## src/rtl/shift_pkg.sv

```systemverilog
// Shared opcodes, FSM state encoding and opcode legality check for the
// iterative shift/rotate unit.
package shift_pkg;

  localparam logic [3:0] OP_SLL = 4'b1101;
  localparam logic [3:0] OP_SRL = 4'b1110;
  localparam logic [3:0] OP_SRA = 4'b1111;
  localparam logic [3:0] OP_ROL = 4'b1011;
  localparam logic [3:0] OP_ROR = 4'b1100;

  typedef enum logic [1:0] {
    IDLE  = 2'd0,
    SHIFT = 2'd1,
    DONE  = 2'd2
  } state_t;

  function automatic logic is_legal_op(input logic [3:0] op);
    return (op == OP_SLL) || (op == OP_SRL) || (op == OP_SRA) ||
           (op == OP_ROL) || (op == OP_ROR);
  endfunction

endpackage

```

## src/rtl/shift_step.sv

```systemverilog
// Combinational single-step shifter: moves data by amt_i (0..STEP) positions
// according to op_i. Unknown opcodes pass data through unchanged.
module shift_step
  import shift_pkg::*;
#(
  parameter int WIDTH = 32,
  parameter int STEP  = 4,
  parameter int AW    = $clog2(STEP + 1)
) (
  input  logic [WIDTH-1:0] data_i,
  input  logic [AW-1:0]    amt_i,
  input  logic [3:0]       op_i,
  output logic [WIDTH-1:0] data_o
);

  // A shift by WIDTH yields zero, so amt_i == 0 leaves rotates intact.
  logic [WIDTH-1:0] rol_w;
  logic [WIDTH-1:0] ror_w;

  always_comb begin
    rol_w  = (data_i << amt_i) | (data_i >> (WIDTH - int'(amt_i)));
    ror_w  = (data_i >> amt_i) | (data_i << (WIDTH - int'(amt_i)));
    data_o = data_i;
    case (op_i)
      OP_SLL:  data_o = data_i << amt_i;
      OP_SRL:  data_o = data_i >> amt_i;
      OP_SRA:  data_o = $signed(data_i) >>> amt_i;
      OP_ROL:  data_o = rol_w;
      OP_ROR:  data_o = ror_w;
      default: data_o = data_i;
    endcase
  end

endmodule

```

## src/rtl/iter_shift_unit.sv

```systemverilog
// Multi-cycle shift/rotate unit: applies up to STEP positions per cycle,
// valid/ready on both sides, flush aborts any in-flight operation.
module iter_shift_unit
  import shift_pkg::*;
#(
  parameter int WIDTH = 32,
  parameter int STEP  = 4,
  parameter int SHW   = $clog2(WIDTH)
) (
  input  logic             clk,
  input  logic             rst_n,
  input  logic             flush,
  input  logic             in_valid,
  output logic             in_ready,
  input  logic [WIDTH-1:0] src1,
  input  logic [SHW-1:0]   shamt,
  input  logic [3:0]       aluOp,
  output logic             out_valid,
  input  logic             out_ready,
  output logic [WIDTH-1:0] shift_out,
  output logic             busy,
  output logic [1:0]       dbg_state_o
);

  // Handshake: a transfer happens on an edge where valid && ready are both
  // high; valid never depends on ready, and ready never depends on valid.

  localparam int AW = $clog2(STEP + 1);
  localparam logic [SHW:0] STEP_EXT = (SHW + 1)'(STEP);

  state_t           state_q, state_d;
  logic [WIDTH-1:0] data_q, data_d;
  logic [SHW-1:0]   rem_q, rem_d;
  logic [3:0]       op_q, op_d;
  logic [WIDTH-1:0] res_q, res_d;

  logic [SHW:0]     k_ext;
  logic [SHW:0]     rem_next;
  logic [WIDTH-1:0] step_out;

  always_comb begin
    k_ext    = ({1'b0, rem_q} > STEP_EXT) ? STEP_EXT : {1'b0, rem_q};
    rem_next = {1'b0, rem_q} - k_ext;
  end

  shift_step #(
    .WIDTH (WIDTH),
    .STEP  (STEP)
  ) u_step (
    .data_i (data_q),
    .amt_i  (k_ext[AW-1:0]),
    .op_i   (op_q),
    .data_o (step_out)
  );

  always_comb begin
    state_d = state_q;
    data_d  = data_q;
    rem_d   = rem_q;
    op_d    = op_q;
    res_d   = res_q;
    // flush wins over acceptance, stepping and the output handshake.
    if (flush) begin
      state_d = IDLE;
    end else begin
      case (state_q)
        IDLE: begin
          if (in_valid) begin
            data_d = src1;
            rem_d  = shamt;
            op_d   = aluOp;
            if (!is_legal_op(aluOp)) begin
              state_d = DONE;
              res_d   = '0;
            end else if (shamt == '0) begin
              state_d = DONE;
              res_d   = src1;
            end else begin
              state_d = SHIFT;
            end
          end
        end
        SHIFT: begin
          data_d = step_out;
          rem_d  = rem_next[SHW-1:0];
          if (rem_next == '0) begin
            state_d = DONE;
            res_d   = step_out;
          end
        end
        DONE: begin
          if (out_ready) state_d = IDLE;
        end
        default: state_d = IDLE;
      endcase
    end
  end

  always_ff @(posedge clk or negedge rst_n) begin
    if (!rst_n) begin
      state_q <= IDLE;
      data_q  <= '0;
      rem_q   <= '0;
      op_q    <= '0;
      res_q   <= '0;
    end else begin
      state_q <= state_d;
      data_q  <= data_d;
      rem_q   <= rem_d;
      op_q    <= op_d;
      res_q   <= res_d;
    end
  end

  assign in_ready    = (state_q == IDLE);
  assign out_valid   = (state_q == DONE);
  assign busy        = (state_q != IDLE);
  assign shift_out   = res_q;
  assign dbg_state_o = state_q;

endmodule

```

## config.mk

```make
export PLATFORM = sky130hd
export DESIGN_NAME = iter_shift_unit
export DESIGN_NICKNAME = d
export VERILOG_FILES = /design/src/rtl/shift_pkg.sv /design/src/rtl/shift_step.sv /design/src/rtl/iter_shift_unit.sv
export SDC_FILE = /design/constraint.sdc
export NUM_CORES = 1
export LEC_CHECK = 0
export ABC_AREA = 1
export CAP_MARGIN = 0
export CORE_ASPECT_RATIO = 0.9
export CORE_MARGIN = 8
export CORE_UTILIZATION = 32
export CTS_BUF_LIST = sky130_fd_sc_hd__clkbuf_2 sky130_fd_sc_hd__clkbuf_4 sky130_fd_sc_hd__clkbuf_8
export DETAILED_ROUTE_END_ITERATION = 6
export SLEW_MARGIN = 20
export SYNTH_ARGS = -nofsm -noshare
export SYNTH_HDL_FRONTEND = slang
export SYNTH_SLANG_ARGS = --single-unit
```

## constraint.sdc

```tcl
create_clock -name clk -period 2.9 [get_ports clk]
set_input_delay 0.29 -clock clk [delete_from_list [all_inputs] [get_ports clk]]
set_output_delay 0.29 -clock clk [all_outputs]
set_load 0.1 [all_outputs]
```

==> out/summary.txt <==
All-Layer GR Usage: 0.247
P&R area growth vs syn: 17.8%
Largest net degree at the start of global routing: 69
Ys Warns: 0
Startpoint Class: flop
Fin crit period: 2710 ps
DR WL met3: 3580 um
Util after Layout: 0.384
Post-DP HPWL: 29,500 um
CP arrival: 3000 ps
Total number of vias: 10,300
Final period util: 0.934
Worst Reg-to-Reg Cells: 15
Ant. Diodes: 0
Top_reg_cell synth: dfrtp_1
Rel. slew slack: 0.401
Status: completed
WL met2: 15,500 um
Met1 wire length: 18,600 um
CP Class: flop to flop
Routability Congestion: 0.961
Drt drc: 0
Detailed Route WL: 38,600 um
I/O Buffers: 82
Top Ports: 83
Slowest stage cell, crit path: dfrtp_1
Cell row count: 55
Vias per cell: 5.42
Die W: 185 um
Clk sinks: 75
Final ANT Viol Nets: 0
Place WS: 137 ps
Fmax: 369 MHz
Post-synth EDFFs: 0
Die H: 168 um
Mapped cell area: 8210 um^2
Routed len/inst: 20.4 um
1st-pass router iterations: 6
Clock Skews: 17.0 ps
Final Hold Fails: 0
Num CTS Buffers: 9
Global-route wire length before repair: 59,400 um
Worst setup EP type: flop
CTS tree: done
Final WS setup: 190 ps
Crit path max fanout: 53
Die area: 31,100 um^2
Setup violators final: 0
Worst Path Required: 3190 ps
Setup TNS: 0 ps
Nets: 1,597
RSZ-0062 raised after global routing: no
Syn Inst Count: 1,499
DR top layer: met5
Maximum level of the CTS H-tree: 3
Hold crit path type: input pin to async pin
Share of layout cells above drive strength 1: 0.0850
Async S/R FF share, synth: 1.00
Synth cell types: 36
Syn Nets: 1,548
Clock Tree Buf Depth: 2
Clock Root Buffer: clkbuf_8
1st-iter DRT viols: 1,451
Syn_area_per_cell: 5.48 um^2
Core Box Area: 25,200 um^2
Fin. max-slew vios: 0
Vias in the first global route: 9,599
Final non-filler cell area: 9670 um^2
Starting Density: 0.326
Clk pin slew, worst setup/hold paths: 90 ps
Crit path largest cell delay: 420 ps
Antenna violations before repair: 1
CP most frequent cell: nand2_1
Seq/Total Area, Yosys: 0.229
Synth Register Bits: 75
CP cell instances: nor2_4, nand2_2, inv_2, nand2_2, ha_1, clkinv_1, buf_12, nand2_1, nand3_1, nand2_1, nand2_1, nand3_1, nand2_1, nand2_1, a21boi_1
Clock Latency Late Sink: 360 ps
Max Cap Violations: 0
Worst slew pin tran: 898 ps
Post-DP Area: 9460 um^2
Total gr overflow: 0
-- registers in the layout (all words and copies together), names as in the netlist --
signal / count
rem_q: 5
dbg_state_o: 2
data_q: 32
op_q: 4
shift_out: 32
-- synth_stat cells, types with 3 or more instances --
cell type    n  area share
a21boi_1    27       0.025
a21oi_1     97       0.059
buf_2       34       0.021
buf_4        5      0.0046
buf_6        4      0.0055
clkbuf_1    49       0.022
clkinv_1     3      0.0014
dfrtp_1     75        0.23
ha_1         3      0.0046
inv_1      142       0.065
inv_2       15      0.0069
nand2_1    484        0.22
nand2_2      3      0.0023
nand3_1    185        0.11
nand3b_1     3      0.0027
nand4_1     18       0.014
nor2_1     183       0.084
nor2_2       3      0.0023
nor2_4       3      0.0041
nor3_1       6      0.0037
o211ai_1    37       0.034
o21ai_0     78       0.048
o21ai_1     26       0.016
o22ai_1      3      0.0023
-- routing by layer --
| metal | track usage | up-vias |
|---|---|---|
| li1 | - | 4935 |
| met1 | 0.381 | 4692 |
| met2 | 0.345 | 568 |
| met3 | 0.0417 | 73 |
| met4 | 0.0570 | 2 |
| met5 | 0 | - |
-- worst max-delay path, delay by kind of cell (launching register included) --
kind | cells | cell delay [ps]
adder cells (fa/ha/maj) | 1 | 320
buffers and inverters | 3 | 440
AO/OA/AOI/OAI | 1 | 140
AND/OR/NAND/NOR | 10 | 1300
flip-flops | 1 | 420
-- per-stage QoR --
stage          instances  hold slack (ps)
4_1_cts             1895              500
5_1_grt             1895              517
3_3_place_gp        1878              376
2_1_floorplan       1499            -5.59
3_5_place_dp        1878              381
6_report            1895              504
-- what timing repair did --
| item | CTS | global route |
|---|---|---|
| resized for setup | 0 | 2 |
| hold buffers | 1 | 0 |
| hold endpoints to repair | 28 | 0 |
| buffers inserted | 0 | 0 |
| endpoints found under the setup margin | 0 | 5 |
-- final timing paths --
path	slack [ps]	startpoint	end
min in group clk	510	out_ready	dbg_state_o[1]
worst max register to register	190	rem_q[3]	shift_out[29]
worst min register to register	560	op_q[3]	op_q[3]
max in group asynchronous	1670	rst_n	data_q[8]
worst min-delay path	500	rst_n	shift_out[27]
worst max-delay path	190	rem_q[3]	shift_out[29]
-- kinds of logic after synthesis --
group / after synthesis / share of synthesized area
xor+xnor: 1 / 0.00107
flops: 75 / 0.229
compound gates: 276 / 0.191
buf+inv: 253 / 0.127
fa+ha+maj: 3 / 0.00457
simple gates: 890 / 0.448
other cells: 1 / 0.000457
-- cell usage in the layout (no fill, tap or decap), types with 10 or more instances in the layout --
cell	count
clkdlybuf4s50_1	44
clkbuf_8	10
o21ai_1	28
o21ai_0	76
nand3_1	185
buf_4	74
a21oi_1	97
nand2_1	484
inv_1	142
a21boi_1	27
o211ai_1	37
nor2_1	180
buf_12	12
nand4_1	18
inv_2	14
dfrtp_1	73
-- area by class of cell --
class | count | area (um^2)
Clock inverter | 5 | 57.6
Fill cell | 2906 | 15500
Inverter | 160 | 602
Multi-Input combinational cell | 1171 | 5320
Timing Repair Buffer | 131 | 1250
Tap cell | 342 | 428
Clock buffer | 11 | 145
Sequential cell | 75 | 1880
Power is left out: the tool's default activity adds up to more than one toggle a clock period on the data nets, which glitch-free logic cannot reach.
